<file path="src/rtl/mod16_issue_ctrl.sv">
// mod16_issue_ctrl
// Issue/capture sequencer in front of the registered 16-bit modulo unit.
// A request is accepted over req_valid/req_ready, its operands are latched
// and held on mod_num/mod_imp while the modulo unit computes. The remainder
// is then captured and returned over rsp_valid/rsp_ready with a
// divide-by-zero flag.
//
// Ports
//   clk         clock, rising edge
//   rst         synchronous reset, active low
//   req_valid   request present
//   req_ready   sequencer idle and able to accept
//   req_num     dividend
//   req_den     divisor
//   mod_num     dividend held on the modulo unit input
//   mod_imp     divisor held on the modulo unit input
//   mod_result  remainder from the modulo unit
//   rsp_valid   response present
//   rsp_ready   consumer accepts the response
//   rsp_result  captured remainder (0 on divide by zero)
//   rsp_dz      divisor was zero
//   busy        sequencer not idle
module mod16_issue_ctrl #(
    parameter int LATENCY = 1
) (
    input  logic        clk,
    input  logic        rst,
    input  logic        req_valid,
    output logic        req_ready,
    input  logic [15:0] req_num,
    input  logic [15:0] req_den,
    output logic [15:0] mod_num,
    output logic [15:0] mod_imp,
    input  logic [15:0] mod_result,
    output logic        rsp_valid,
    input  logic        rsp_ready,
    output logic [15:0] rsp_result,
    output logic        rsp_dz,
    output logic        busy
);

    typedef enum logic [1:0] {
        IDLE = 2'd0,
        WAIT = 2'd1,
        RESP = 2'd2
    } state_t;

    localparam logic [3:0] LAT = 4'(LATENCY);

    state_t      state_q;
    logic [3:0]  cnt_q;
    logic [15:0] num_q;
    logic [15:0] den_q;
    logic [15:0] res_q;
    logic        dz_q;

    always_ff @(posedge clk) begin
        if (!rst) begin
            state_q <= IDLE;
            cnt_q   <= '0;
            num_q   <= '0;
            den_q   <= '0;
            res_q   <= '0;
            dz_q    <= 1'b0;
        end else begin
            case (state_q)
                IDLE: begin
                    if (req_valid) begin
                        num_q   <= req_num;
                        den_q   <= req_den;
                        cnt_q   <= '0;
                        state_q <= WAIT;
                    end
                end
                WAIT: begin
                    // A zero divisor resolves one edge after accept without
                    // ever sampling the modulo unit.
                    if (den_q == 16'd0) begin
                        res_q   <= '0;
                        dz_q    <= 1'b1;
                        state_q <= RESP;
                    end else if (cnt_q == LAT) begin
                        res_q   <= mod_result;
                        dz_q    <= 1'b0;
                        state_q <= RESP;
                    end else begin
                        cnt_q <= cnt_q + 4'd1;
                    end
                end
                RESP: begin
                    if (rsp_ready) state_q <= IDLE;
                end
                default: state_q <= IDLE;
            endcase
        end
    end

    // All handshake outputs are pure decodes of the state register.
    assign req_ready  = (state_q == IDLE);
    assign rsp_valid  = (state_q == RESP);
    assign busy       = (state_q != IDLE);
    assign mod_num    = num_q;
    assign mod_imp    = den_q;
    assign rsp_result = res_q;
    assign rsp_dz     = dz_q;

endmodule

</file>
<file path="config.mk">
export PLATFORM = sky130hd
export DESIGN_NAME = mod16_issue_ctrl
export DESIGN_NICKNAME = d
export VERILOG_FILES = /design/src/rtl/mod16_issue_ctrl.sv
export SDC_FILE = /design/constraint.sdc
export NUM_CORES = 1
export LEC_CHECK = 0
export CAP_MARGIN = 5
export CORE_UTILIZATION = 40
export DETAILED_ROUTE_END_ITERATION = 8
export PLACE_DENSITY = 0.87
export SYNTH_ARGS = -nofsm -noshare
export SYNTH_HDL_FRONTEND = slang
export SYNTH_SLANG_ARGS = --single-unit
</file>
<file path="constraint.sdc">
create_clock -name clk -period 2.83 [get_ports clk]
set_input_delay 0.566 -clock clk [delete_from_list [all_inputs] [get_ports clk]]
set_output_delay 0.566 -clock clk [all_outputs]
set_load 0.01 [all_outputs]
</file>
==> results of run 1 <==
==> placed cells by master (no fill, tap or decap), types with 2 or more instances in the layout <==
master           instances
a21oi_1                 37
a31o_2                   2
buf_4                    4
clkbuf_8                 5
clkdlybuf4s50_1        103
dfxtp_1                 55
ha_1                     2
inv_1                    3
mux2i_1                 16
nand2_1                 99
nand2b_1                 2
nand4_1                  2
nor2_1                   2
nor4_2                   4
o21ai_0                  2
or3b_2                   2
==> cell families after synthesis <==
group,Yosys count
AOI/OAI and AO/OA,46
adders and majority gates,2
buffers and inverters,21
DFF,55
muxes,16
and+or+nand+nor,121
==> final timing paths <==
check                               endpoint  slack (ns)  cells past startpoint
setup / recovery                   req_ready        0.67                      3
hold / removal       mod_num[5]$_SDFFE_PN0P_        0.46                      2
setup reg to reg  rsp_result[3]$_SDFFE_PN0P_        0.85                      4
hold reg to reg      mod_num[5]$_SDFFE_PN0P_        0.46                      2
==> per-stage QoR <==
step / instance area (um^2) / cells / worst slack [ns]
floorplan: 2191 / 261 / 1.225
finish: 3356 / 428 / 0.6698
CTS: 3356 / 428 / 0.6590
global route: 3356 / 428 / 0.5844
detailed placement: 3239 / 420 / 0.5364
global placement: 3239 / 420 / 0.5808
==> worst max-delay path, delay by kind of cell, from the launching register on <==
kind | cells | cell delay, ns
DFF | 1 | 0.34
and+or+nand+nor | 1 | 0.32
buffers and inverters | 2 | 0.63
==> cells in the mapped netlist (all sizes together) <==
| master | number |
|---|---|
| nand2 | 99 |
| buf | 7 |
| nor2 | 2 |
| nand4 | 2 |
| nand4b | 1 |
| and4 | 1 |
| clkbuf | 11 |
| or3 | 1 |
| a31o | 2 |
| o21ai | 3 |
| nor3 | 1 |
| mux2i | 16 |
| nor4 | 5 |
| o21a | 1 |
| nand2b | 2 |
| a21oi | 37 |
| nor3b | 1 |
| or3b | 2 |
| and2b | 1 |
| or2 | 1 |
| ha | 2 |
| a41oi | 1 |
| o211ai | 1 |
| inv | 3 |
| nor2b | 1 |
| dfxtp | 55 |
| a211oi | 1 |
| and2 | 1 |
==> per-layer routing <==
layer | track usage | share of wire | vias to the layer above
met5 | 0 | 0 | -
met2 | 0.3600 | 0.51 | 60
met1 | 0.2284 | 0.42 | 947
met4 | 0.07308 | 0.017 | 0
li1 | - | - | 1055
met3 | 0.05389 | 0.051 | 6
==> registers in the layout, summed over array words and instances (netlist names) <==
register and flops:
mod_imp 16, mod_num 16, rsp_result 16, cnt_q 4, state_q 2, rsp_dz 1
==> cell type report <==
class                      count  share of cell area
sequential                    55              0.3281
timing repair buffer         107              0.3162
multi-input combinational    185              0.2916
tap                           70             0.02610
clock buffer                   5             0.02051
clock inverter                 3             0.01417
inverter                       3            0.003356
==> where the power goes <==
group / switching (W) / leakage, nW / internal [W] / total, W
sequential: 0.0000370 / 0.449 / 0.000824 / 0.000861
combinational: 0.000179 / 0.819 / 0.000212 / 0.000391
clock: 0.000266 / 0.0587 / 0.000269 / 0.000534
==> flow_summary_export.csv, run 1 <==
group,metric,value,unit
cts,cts_buffer_depth,2,
global_route,grt_max_degree,35,
timing,clock_skew,0.009979,ns
timing,setup_tns,0,ns
placement,port-buffer-count,103,
yosys,synth_xor_area_frac,0,
cts,cts_buffers,5,
critical_path,cp.arrival,1.59,ns
yosys,synth_fa_ha_area_frac,0.01142,
power,p_per_area,532.2,nW/um^2
detailed_routing,ant_nets,0,
detailed_routing,vias,2068,
global_route,antenna_found_initial,0,
global_route,grt-ovfl-total,0,
cells_and_area,area_delta_synth_final,53.17,%
placement,gp_congestion,0.8013,
yosys,syn_inst,261,
timing,hold_slack,0.4595,ns
detailed_routing,drt-initial-drc-count,65,
cells_and_area,drive_gt1_frac,0.06145,
die,num_io_pins,104,
timing,worstMarginPinSlew,1.068,ns
run_status,outcome,"finished clean",
yosys,ys_types,33,
cts,path_clk_slew,0.10,ns
yosys,yosys.area_share.simple,0.2467,
yosys,synth_compound_area_frac,0.1154,
cells_and_area,multi_input_area,978.4,um^2
yosys,synth_top_area_share,0.5026,
critical_path,cpPeakStageDelay,0.54,ns
cells_and_area,fillerInstances,456,
timing,period_share,0.7633,
die,initial_core_util,0.4209,
cells_and_area,diodes,0,
timing,slew_headroom,0.2882,
yosys,ys_ff_latch,55,
yosys,synth_mux_area_frac,0.07310,
detailed_routing,wl_per_cell,13.01,um
critical_path,start_kind,"flop",
job,drv_cap,0,
cts,post_cts_buffers,0,
timing,slew_viol_final,0,
critical_path,critPathSlowestCell,"clkdlybuf4s50_1",
yosys,synth_warnings,0,
timing,setup_viol,0,
die,placementRows,26,
die,coreArea,5205,um^2
critical_path,critical_path_class,"flop to output port",
worst_hold_path,min_path_type,"flop to flop",
global_route,grt_pass1_wl,9.439,mm
global_route,grt_pass1_vias,2044,
yosys,synth.avg_cell_area,8.394,um^2
critical_path,crit_chain,"or2_2 -> inv_1 -> clkdlybuf4s50_1",
timing,hold_viol,0,
cts,post_cts_resized,0,
timing,fin_crit,2.160,ns
yosys,synthTopCellsByArea,"dfxtp_1 (50%), nand2_1 (17%), a21oi_1 (8.5%)",
cts,holdBufCountCts,0,
critical_path,r2r_start,"mod_imp[14]$_SDFFE_PN0P_",
die,die_w,76.01,um
cts,htreeDepth,2,
cts,cts_sinks,55,
detailed_routing,drc,0,
critical_path,end_kind,"output port",
cts,cts_tree,"yes",
yosys,synthesis.nets,315,
critical_path,cp_max_fo,5,
cells_and_area,final_util,0.6447,
worst_hold_path,min_from,"mod_num[5]$_SDFFE_PN0P_",
die,die_y,76.01,um
placement,hpwlAfterDp,4.053,mm
timing,fmax,462.9,MHz
cts,clockRootBuffer,"clkbuf_8",
yosys,synth_area,2191,um^2
yosys,synth-seq-area-share,0.5026,
yosys,synth_top_family_by_area,"simple AND/OR/NAND/NOR gates",
power,power,0.001786,W
cts,clk_latency,0.31,ns
critical_path,startpoint,"state_q[1]$_SDFFE_PN0P_",
timing,grt_setup_unrepaired,"no",
critical_path,required,2.26,ns
cells_and_area,nets,411,
cells_and_area,regArea,1101,um^2
detailed_routing,routed_wl,5.570,mm
power,ir_drop,320.8,uV
global_route,grt_use_total,0.2010,
detailed_routing,drtPass1Iterations,4,
detailed_routing,routed_via_density,4.832,
yosys,yosys.area.top_type,"dfxtp_1",
die,dieArea,5777,um^2
power,p_leak,1.327,nW
Note: power is estimated with default switching activity, not from simulation.
==> run 2: changes to the inputs <==
- clock period: 2.83 -> 2.23 ns (I/O delays scaled with it)
==> flow_summary_export.csv, run 2 (synthesis gave the netlist of run 1 again) <==
group,metric,value,unit
timing,setup_viol,0,
detailed_routing,wl_per_cell,12.71,um
power,p_per_area,632.7,nW/um^2
run_status,outcome,"finished clean",
timing,setup_tns,0,ns
cts,cts_buffers,5,
critical_path,required,1.78,ns
cts,holdBufCountCts,0,
power,ir_drop,420.7,uV
timing,fin_crit,2.029,ns
cts,clockRootBuffer,"clkbuf_8",
die,placementRows,26,
critical_path,cp_max_fo,5,
critical_path,critical_path_class,"flop to output port",
detailed_routing,vias,2047,
detailed_routing,drtPass1Iterations,4,
cells_and_area,mostFrequentLayoutCells,"clkdlybuf4s50_1 (103), nand2_1 (99), dfxtp_1 (55)",
timing,fin_ws,0.2014,ns
timing,fmax,493.0,MHz
timing,period_share,0.9097,
detailed_routing,ant_nets,0,
cts,path_clk_slew,0.09,ns
placement,port-buffer-count,103,
global_route,grt-ovfl-total,0,
die,initial_core_util,0.4209,
timing,worstMarginPinSlew,1.078,ns
cells_and_area,diodes,0,
power,p_leak,1.335,nW
global_route,grt_pass1_wl,8.976,mm
die,die_y,76.01,um
global_route,grt_use_total,0.1924,
cts,cts_tree,"yes",
cells_and_area,final_util,0.6452,
power,power,0.002125,W
worst_hold_path,min_path_type,"flop to flop",
global_route,antenna_found_initial,0,
placement,place_ws,0.2479,ns
cts,post_cts_buffers,0,
critical_path,cp.arrival,1.58,ns
cells_and_area,nets,414,
timing,slew_headroom,0.2813,
placement,hpwlAfterDp,4.065,mm
cts,post_cts_resized,0,
job,drv_cap,0,
detailed_routing,drt-initial-drc-count,76,
timing,hold_slack,0.4553,ns
timing,grt_setup_unrepaired,"no",
placement,gp_congestion,0.8560,
cts,cts_sinks,55,
global_route,grt_pass1_vias,1928,
die,coreArea,5205,um^2
critical_path,end_kind,"output port",
timing,slew_viol_final,0,
cts,cts_buffer_depth,2,
cells_and_area,area_delta_synth_final,53.28,%
cells_and_area,final_common_cell,"clkdlybuf4s50_1",
cells_and_area,fillerInstances,462,
critical_path,start_kind,"flop",
detailed_routing,routed_via_density,4.749,
timing,hold_viol,0,
global_route,grt_max_degree,33,
die,num_io_pins,104,
timing,clock_skew,0.004494,ns
cts,clk_latency,0.30,ns
detailed_routing,drc,0,
cells_and_area,drive_gt1_frac,0.06925,
cts,htreeDepth,2,
detailed_routing,routed_wl,5.476,mm
die,die_w,76.01,um
die,dieArea,5777,um^2
==> run 2: worst paths after layout <==
kind                                 from                          end  slack [ns]  cells past startpoint
hold / removal    mod_num[0]$_SDFFE_PN0P_      mod_num[0]$_SDFFE_PN0P_        0.46                      2
hold reg to reg   mod_num[0]$_SDFFE_PN0P_      mod_num[0]$_SDFFE_PN0P_        0.46                      2
setup reg to reg    cnt_q[1]$_SDFFE_PN0P_  rsp_result[13]$_SDFFE_PN0P_        0.22                      5
setup / recovery  state_q[1]$_SDFFE_PN0P_                    req_ready        0.20                      3
==> run 2: worst max-delay path, cell delays in order, from the launching register on <==
cell and delay, ns:
dfxtp_1 0.35, or2_2 0.32, inv_1 0.08, clkdlybuf4s50_1 0.53
==> run 2: layer usage <==
| layer | track usage | wire length, um | up-vias | part of all wire |
|---|---|---|---|---|
| met4 | 0.06346 | 41 | 0 | 0.0075 |
| met1 | 0.2289 | 2417 | 932 | 0.44 |
| li1 | - | - | 1057 | - |
| met2 | 0.3318 | 2708 | 56 | 0.49 |
| met3 | 0.05629 | 309 | 2 | 0.056 |
| met5 | 0 | 0 | - | 0 |
==> run 2: cell type report <==
cell class | count | area, um^2 | area share
clock buffer | 5 | 68.82 | 0.02049
sequential | 55 | 1101 | 0.3279
clock inverter | 3 | 15.01 | 0.004471
tap | 70 | 87.58 | 0.02608
timing repair buffer | 110 | 1096 | 0.3264
inverter | 3 | 11.26 | 0.003353
multi-input combinational | 185 | 978.4 | 0.2914
==> run 2: report_power, final <==
| part | internal, W | switching, W |
|---|---|---|
| logic | 0.000280 | 0.000227 |
| registers | 0.00105 | 0.0000458 |
| clock network | 0.000216 | 0.000311 |
| total | 0.00154 | 0.000583 |
==> run 2: metrics by stage <==
stage          std cells  area (um^2)
2_1_floorplan        261         2191
3_3_place_gp         423         3274
3_5_place_dp         423         3274
4_1_cts              431         3358
5_1_grt              431         3358
6_report             431         3358
==> run 3: changes to the inputs <==
==> constraint.sdc (replaced) <==
create_clock -name clk -period 1.9 [get_ports clk]
set_input_delay 0.285 -clock clk [delete_from_list [all_inputs] [get_ports clk]]
set_output_delay 0.285 -clock clk [all_outputs]
set_load 0.01 [all_outputs]
==> flow_summary_export.csv, run 3 (synthesis gave the netlist of run 1 again) <==
group,metric,value,unit
critical_path,crit_buf_inv,1,
placement,placed_area,3284,um^2
timing,grt_setup_unrepaired,"no",
job,drv_cap,0,
global_route,use_met1,0.2389,
die,coreArea,5205,um^2
critical_path,r2r_cells,5,
timing,clock_skew,0.003315,ns
power,power,0.002677,W
cts,holdBufCountCts,0,
timing,worstMarginPinSlew,0.7159,ns
cells_and_area,diodes,0,
cells_and_area,nets,417,
global_route,grt_max_degree,21,
worst_hold_path,min_path_cells,2,
critical_path,regToRegSetupSlack,0.15,ns
detailed_routing,routed_wl,5.675,mm
timing,hold_viol,0,
detailed_routing,routed_via_density,4.910,
critical_path,path_delay_family,"compound AO/OA/AOI/OAI gates",
cts,post_cts_buffers,0,
placement,place_ws,-0.1155,ns
cells_and_area,mostFrequentLayoutCells,"clkdlybuf4s50_1 (102), nand2_1 (99), dfxtp_1 (55)",
timing,hold_slack,0.4619,ns
detailed_routing,drt-initial-drc-count,63,
detailed_routing,ant_nets,0,
timing,slew_viol_final,0,
global_route,grt_use_total,0.2045,
timing,slew_headroom,0.5209,
detailed_routing,drc,0,
critical_path,critPathSlowestCell,"o21ai_4",
critical_path,crit_cells,5,
critical_path,r2r_start,"cnt_q[1]$_SDFFE_PN0P_",
cts,post_cts_resized,1,
cts,path_clk_slew,0.09,ns
cts,cts_tree,"yes",
cells_and_area,area_delta_synth_final,55.74,%
die,die_w,76.01,um
global_route,grt_busiest_layer,"met2",
global_route,antenna_found_initial,0,
global_route,grt_pass1_vias,2038,
cts,cts_buffer_depth,2,
timing,setup_viol,0,
cells_and_area,fin_area,3412,um^2
critical_path,r2r-end,"rsp_result[12]$_SDFFE_PN0P_",
global_route,met3_usage,0.05988,
cts,cts_sinks,55,
cts,cts_buffers,5,
critical_path,cp_max_fo,17,
worst_hold_path,min_from,"mod_num[1]$_SDFFE_PN0P_",
critical_path,cpPeakStageDelay,0.58,ns
cts,htreeDepth,2,
timing,fin_crit,1.746,ns
run_status,outcome,"finished clean",
critical_path,cp.arrival,1.97,ns
cts,clockRootBuffer,"clkbuf_8",
die,die_y,76.01,um
detailed_routing,wl_per_cell,13.08,um
timing,setup_tns,0,ns
global_route,grt_pass1_wl,9.563,mm
critical_path,start_kind,"flop",
power,p_leak,1.364,nW
timing,fin_ws,0.1541,ns
critical_path,critical_path_class,"flop to flop",
die,initial_core_util,0.4209,
critical_path,crit_chain,"inv_1 -> ha_1 -> nor3b_1 -> o21ai_4 -> mux2i_1",
power,ir_drop,575.0,uV
placement,gp_congestion,0.8873,
worst_hold_path,holdPathEnd,"mod_num[1]$_SDFFE_PN0P_",
detailed_routing,vias,2131,
cts,clk_latency,0.29,ns
timing,period_share,0.9189,
cells_and_area,drive_gt1_frac,0.07692,
worst_hold_path,min_path_type,"flop to flop",
power,p_per_area,784.6,nW/um^2
placement,port-buffer-count,103,
die,placementRows,26,
critical_path,end_kind,"flop",
global_route,grt-ovfl-total,0,
timing,fmax,572.8,MHz
global_route,grt_use_met2,0.3709,
placement,hpwlAfterDp,4.235,mm
cells_and_area,final_common_cell,"clkdlybuf4s50_1",
die,num_io_pins,104,
critical_path,required,2.12,ns
die,dieArea,5777,um^2
detailed_routing,drtPass1Iterations,4,
run 3: cell types whose count changed in the layout (fill, tap and decap cells not counted):
cell | previous run | this run
bufinv_16 | 0 | 1
buf_4 | 6 | 10
o21ai_4 | 0 | 1
clkdlybuf4s50_1 | 103 | 102
buf_12 | 1 | 0
o21ai_2 | 1 | 0
dlymetal6s2s_1 | 0 | 1
clkbuf_8 | 5 | 6
clkinv_2 | 3 | 1
run 3: layout make-up:
cell class / instances / area (um^2)
clock inverters: 2 / 35.03
repair buffers: 113 / 1109
clock buffers: 6 / 82.58
inverters: 3 / 11.26
well taps: 70 / 87.58
fillers: 454 / 1793
multi-input cells: 185 / 985.9
flip-flops and latches: 55 / 1101
run 3: worst max-delay path by stage:
stage                                       end  slack (ns)                startpoint
floorplan            rsp_result[6]$_SDFFE_PN0P_        0.33  mod_imp[15]$_SDFFE_PN0P_
finish              rsp_result[12]$_SDFFE_PN0P_        0.15     cnt_q[1]$_SDFFE_PN0P_
CTS                                   req_ready        0.04   state_q[1]$_SDFFE_PN0P_
detailed placement  rsp_result[12]$_SDFFE_PN0P_       -0.12     cnt_q[1]$_SDFFE_PN0P_
global route        rsp_result[12]$_SDFFE_PN0P_        0.01     cnt_q[1]$_SDFFE_PN0P_
global placement     rsp_result[2]$_SDFFE_PN0P_        0.04     cnt_q[1]$_SDFFE_PN0P_
run 3: metrics by stage:
step	utilization	std cells
after floorplan	-	261
after global placement	0.6310	426
after detailed placement	0.6310	426
after CTS	0.6550	434
after global routing	0.6555	434
final	0.6555	434
run 3: where the power goes:
group          internal [W]  switching [W]
Sequential          0.00123      0.0000516
Clock              0.000427       0.000363
Combinational      0.000332       0.000276
Total               0.00199       0.000691
run 3: tightest hold or removal path, stage by stage (launching register included):
cell and delay, ns:
dfxtp_1 0.32, nand2_1 0.05, a21oi_1 0.05
run 3: metal layers:
| metal | up-vias | wire, um |
|---|---|---|
| met5 | - | 0 |
| met4 | 0 | 34 |
| met3 | 2 | 314 |
| met2 | 59 | 2921 |
| met1 | 1006 | 2405 |
| li1 | 1064 | - |
